## src/rtl/pipe_ctrl_pkg.sv

```systemverilog
// Shared types and constants for the pipeline hazard controller.
package pipe_ctrl_pkg;

    localparam int unsigned REG_W = 4;
    localparam int unsigned CNT_W = 16;

    localparam logic [REG_W-1:0] PC_IDX  = 4'hF;
    localparam logic [CNT_W-1:0] CNT_MAX = '1;

    // In-flight instruction summary for the EXE and MEM stages
    typedef struct packed {
        logic             valid;
        logic             wb_en;
        logic             mem_r_en;
        logic [REG_W-1:0] dest;
    } slot_t;

    typedef enum logic [1:0] {
        RUN   = 2'd0,
        STALL = 2'd1,
        FLUSH = 2'd2,
        WAIT  = 2'd3
    } state_t;

    function automatic logic [CNT_W-1:0] sat_inc(input logic [CNT_W-1:0] c);
        return (c == CNT_MAX) ? c : c + CNT_W'(1);
    endfunction

endpackage

```

## src/rtl/hazard_match.sv

```systemverilog
// Combinational RAW compare of the ID sources against the EXE/MEM writers.
// FORWARDING_EN: only a load in EXE can cause a stall (load-use).
module hazard_match
    import pipe_ctrl_pkg::*;
(
    input  logic [REG_W-1:0] src1,
    input  logic [REG_W-1:0] src2,
    input  logic             use_src1,
    input  logic             two_src,
    input  logic             id_valid,
    input  slot_t            exe_s,
    input  slot_t            mem_s,
    output logic             raw_c
);

`ifdef FORWARDING_EN
    // ALU results are forwarded; only a load in EXE is still unresolved
    function automatic logic match(input logic [REG_W-1:0] s, input slot_t x);
        return x.valid & x.wb_en & x.mem_r_en & (x.dest == s) & (s != PC_IDX);
    endfunction

    logic unused_mem_slot;
    assign unused_mem_slot = ^mem_s;

    assign raw_c = id_valid & ((use_src1 & match(src1, exe_s)) |
                               (two_src  & match(src2, exe_s)));
`else
    function automatic logic match(input logic [REG_W-1:0] s, input slot_t x);
        return x.valid & x.wb_en & (x.dest == s) & (s != PC_IDX);
    endfunction

    logic unused_load_bits;
    assign unused_load_bits = exe_s.mem_r_en ^ mem_s.mem_r_en;

    assign raw_c = id_valid &
                   ((use_src1 & (match(src1, exe_s) | match(src1, mem_s))) |
                    (two_src  & (match(src2, exe_s) | match(src2, mem_s))));
`endif

endmodule

```

## src/rtl/pipe_hazard_ctrl.sv

```systemverilog
// Pipeline hazard controller: stall on RAW, flush on taken branch, freeze on busy memory.
// Build option: FORWARDING_EN restricts stalls to load-use in EXE.
module pipe_hazard_ctrl
    import pipe_ctrl_pkg::*;
(
    input  logic             clk,
    input  logic             rst,
    input  logic [REG_W-1:0] src1,
    input  logic [REG_W-1:0] src2,
    input  logic             Two_src,
    input  logic             use_src1,
    input  logic             id_valid,
    input  logic             WB_EN_ID,
    input  logic             MEM_R_EN_ID,
    input  logic [REG_W-1:0] Dest_ID,
    input  logic             branch_taken,
    input  logic             mem_busy,
    output logic             hazard,
    output logic             flush,
    output logic             freeze,
    output logic [CNT_W-1:0] stall_cnt,
    output logic [CNT_W-1:0] flush_cnt
);

    slot_t  exe_s;
    slot_t  mem_s;
    state_t state_q;
    logic   raw_c;

    hazard_match u_hazard_match (
        .src1     (src1),
        .src2     (src2),
        .use_src1 (use_src1),
        .two_src  (Two_src),
        .id_valid (id_valid),
        .exe_s    (exe_s),
        .mem_s    (mem_s),
        .raw_c    (raw_c)
    );

    // Zero-latency controls; a held branch flushes once memory frees up
    always_comb begin
        freeze = 1'b0;
        flush  = 1'b0;
        hazard = 1'b0;
        if (!rst) begin
            freeze = mem_busy;
            flush  = branch_taken & ~mem_busy;
            hazard = raw_c & ~branch_taken & ~mem_busy;
        end
    end

    // Shadow slots, observational state and saturating event counters
    always_ff @(posedge clk) begin
        if (rst) begin
            exe_s     <= '0;
            mem_s     <= '0;
            state_q   <= RUN;
            stall_cnt <= '0;
            flush_cnt <= '0;
        end else begin
            if (!freeze) begin
                mem_s <= exe_s;
                if (hazard || flush) begin
                    exe_s <= '0;
                end else begin
                    exe_s.valid    <= id_valid;
                    exe_s.wb_en    <= WB_EN_ID;
                    exe_s.mem_r_en <= MEM_R_EN_ID;
                    exe_s.dest     <= Dest_ID;
                end
            end

            if (mem_busy) begin
                state_q <= WAIT;
            end else if (branch_taken) begin
                state_q <= FLUSH;
            end else if (raw_c) begin
                state_q <= STALL;
            end else begin
                state_q <= RUN;
            end

            if (hazard) begin
                stall_cnt <= sat_inc(stall_cnt);
            end
            if (flush) begin
                flush_cnt <= sat_inc(flush_cnt);
            end
        end
    end

    logic unused_state;
    assign unused_state = ^state_q;

endmodule

```

## config.mk

```make
export PLATFORM = sky130hd
export DESIGN_NAME = pipe_hazard_ctrl
export DESIGN_NICKNAME = d
export VERILOG_FILES = /design/src/rtl/pipe_ctrl_pkg.sv /design/src/rtl/hazard_match.sv /design/src/rtl/pipe_hazard_ctrl.sv
export SDC_FILE = /design/constraint.sdc
export NUM_CORES = 1
export LEC_CHECK = 0
export CAP_MARGIN = 15
export CORE_UTILIZATION = 49
export DETAILED_ROUTE_END_ITERATION = 7
export GPL_TIMING_DRIVEN = 0
export PLACE_DENSITY = 0.79
export SETUP_SLACK_MARGIN = 0.2
export SYNTH_ARGS = -nofsm -noshare
export SYNTH_HDL_FRONTEND = slang
export SYNTH_SLANG_ARGS = --single-unit
```

## constraint.sdc

```tcl
create_clock -name clk -period 2.6 [get_ports clk]
set_input_delay 0.39 -clock clk [delete_from_list [all_inputs] [get_ports clk]]
set_output_delay 0.39 -clock clk [all_outputs]
set_load 0.005 [all_outputs]
```

==> reports/results.txt <==
total gr overflow -> 0
setup ws final -> 0.279 ns
gpl congestion -> 0.816
crit end category -> output port
post-layout util -> 67.3%
Layout fillers -> 403
worst reg-to-reg setup slack -> 0.36 ns
Detail Route Antenna Nets -> 0
Peak Freq -> 431 MHz
DR vias/cell -> 5.75
Final Hold Viols -> 0
Reg2Reg Depth -> 7
Synth Instances -> 278
Core Box Area -> 0.00444 mm^2
initial drt markers -> 160
Starting Density -> 52.1%
fin nets -> 362
outcome -> finished, violations left
synthesis-to-layout area growth -> 29.2%
Root Buffer -> clkbuf_8
Most used DFF post-synth -> dfxtp_1
vias -> 2,248
worst r2r dst -> stall_cnt[7]
TritonCTS Sinks -> 44
Num CTS Buffers -> 5
failing checks -> DRC
leading cell types in the layout, fill and taps excluded -> clkdlybuf4s50_1, dfxtp_1, nor2_1
max cap viols -> 0
Die Wd -> 70.7 um
share of cells above drive strength 1 -> 7.96%
cell taking the most area after synthesis -> dfxtp_1
synth unique cells -> 45
hold crit path type -> register to register
ranking of synthesized cells by area -> dfxtp_1, nand3_1, xnor2_1
most common cell after layout, fill and taps aside -> clkdlybuf4s50_1
Die ar. -> 0.00500 mm^2
H-tree levels -> 2
Clock Path Buffers -> 2
Post-DP Area -> 0.00290 mm^2
port buffer count -> 52
Syn Area/Cell -> 8.32 um^2
first-pass GRT wire length -> 9110 um
largest net degree at the start of global routing -> 13
WL final -> 5620 um
clock skew -> 0.00781 ns
Final setup viols -> 0
Slew headroom -> 51.3%
drt drc -> 6
multi-input logic area -> 0.00134 mm^2
synthesized flop and latch total -> 44
drt wl/cell -> 14.4 um
syn nets -> 301
cell area after synthesis -> 0.00231 mm^2
Arr. time, crit path -> 1.93 ns
Reg2Reg Launch Point -> exe_s[0]
GRT Util Overall -> 22.5%
Slew Viols, Final -> 0
EDFF count, synth -> 0
Yosys Warn Count -> 0
final worst-path cycle share -> 89.3%
DRT Pass-1 Iters -> 6
crit path time final -> 2.32 ns
Leak -> 0.00100 uW
sequential cell area -> 885 um^2
hold path endpoint -> exe_s[5]
initial antenna violation count -> 0
final non-filler cell area -> 0.00299 mm^2
hold depth -> 2
Pwr Density -> 401 mW/mm^2
Die Height -> 70.7 um
Synth top area share -> 38.1%
number of global-route vias before repair -> 2,010
dpl hpwl -> 4080 um
ant diodes -> 0
CP required -> 2.21 ns
ys async rst share -> 0%
Crit Path Max Fanout -> 10
Hold Path Origin -> exe_s[5]
Post-Place Setup Slack -> -0.611 ns
maximum VDD drop -> 0.387 mV
clk_lat worst skew -> 0.29 ns
worst slew pin tran -> 0.723 ns
RSZ-0062 raised after global routing -> yes
Clock transition at path regs -> 0.08 ns
CTS tree -> done
sequential share of the synthesized area -> 38.1%
num rows -> 24
io pins -> 56
Worst setup SP type -> input pin
critical path class -> input pin to output port
## synth_stat cells (2+ instances only)
library cell,number
clkbuf_1,6
a31oi_1,2
xor2_1,10
nor2b_1,4
nand3_1,27
o21ai_0,13
or2_2,2
and3_1,3
nor4_1,3
a41oi_1,2
a311oi_1,2
ha_1,2
mux2i_1,7
a21oi_1,15
buf_6,3
and2_1,2
xnor2_1,15
or4_1,7
mux2_2,2
o31ai_1,7
nand2_1,19
inv_1,6
nor2_1,29
nor3_1,9
or3_1,8
dfxtp_1,44
nand4_1,11
## cell type report
cell class | instances | share of cell area (%)
well taps | 52 | 2.18
plain buffers | 12 | 2.68
clock inverters | 1 | 0.167
multi-input cells | 216 | 44.8
inverters | 6 | 0.753
clock buffers | 6 | 2.43
flip-flops and latches | 44 | 29.6
repair buffers | 54 | 17.4
## routing by layer
layer	GRT usage (%)	routed length [um]	vias to the layer above	share of wire (%)
li1	-	-	1129	-
met1	29.0	2590	1041	46
met4	6.22	58	0	1.0
met3	5.13	357	8	6.4
met2	37.9	2610	70	46
met5	0	0	-	0
## critical path, stage by stage
cell           delay, ns
dlygate4sd2_1       0.28
xnor2_1             0.15
nand3_1             0.09
o32a_1              0.39
o22a_4              0.26
buf_6               0.14
nor2_4              0.10
clkbuf_2            0.13
## power by group
part           switching (uW)  internal, uW  total, uW
Combinational            54.0          52.6        107
Clock                     220           183        403
Sequential               8.17           681        689
Total                     282           916       1200
## worst max-delay path by stage
stage                       from            to  slack, ns  cells after the start
finish                   src2[0]        hazard       0.28                      8
global route        stall_cnt[0]  stall_cnt[9]       0.19                      8
CTS                      src2[0]        hazard       0.20                      8
detailed placement       src2[0]        hazard      -0.61                      8
global placement         src2[3]        hazard      -0.59                      8
floorplan                src2[3]  stall_cnt[7]       0.62                      6
## flip-flops by register name, indices dropped and copies added, names as in the netlist
name       flops
flush_cnt     16
stall_cnt     16
exe_s          6
mem_s          6
## stage by stage
stage | std cells | TNS, ns | total power (uW) | hold slack (ns)
after floorplan | 278 | 0 | 762 | 0.462
after global placement | 382 | -0.734 | 812 | 0.480
after detailed placement | 382 | -1.05 | 814 | 0.496
after CTS | 391 | 0 | 1200 | 0.507
after global routing | 391 | 0 | 1240 | 0.531
final | 391 | 0 | 1200 | 0.504
## kinds of logic after synthesis
| kind of cell | after synthesis | share of synthesized area (%) |
|---|---|---|
| fa+ha+maj | 2 | 1.08 |
| buf+inv | 18 | 4.38 |
| compound gates | 49 | 13.5 |
| mux | 10 | 4.49 |
| flops | 44 | 38.1 |
| simple gates | 130 | 29.0 |
| xor+xnor | 25 | 9.46 |
## timing repair
action                                  CTS  global route
endpoints found under the setup margin    2             3
resized for setup                        13             4
setup buffers                             2             0
pin swaps                                 4             2
hold buffers                              0             0
No activity file was read; power rests on OpenSTA's default activity.
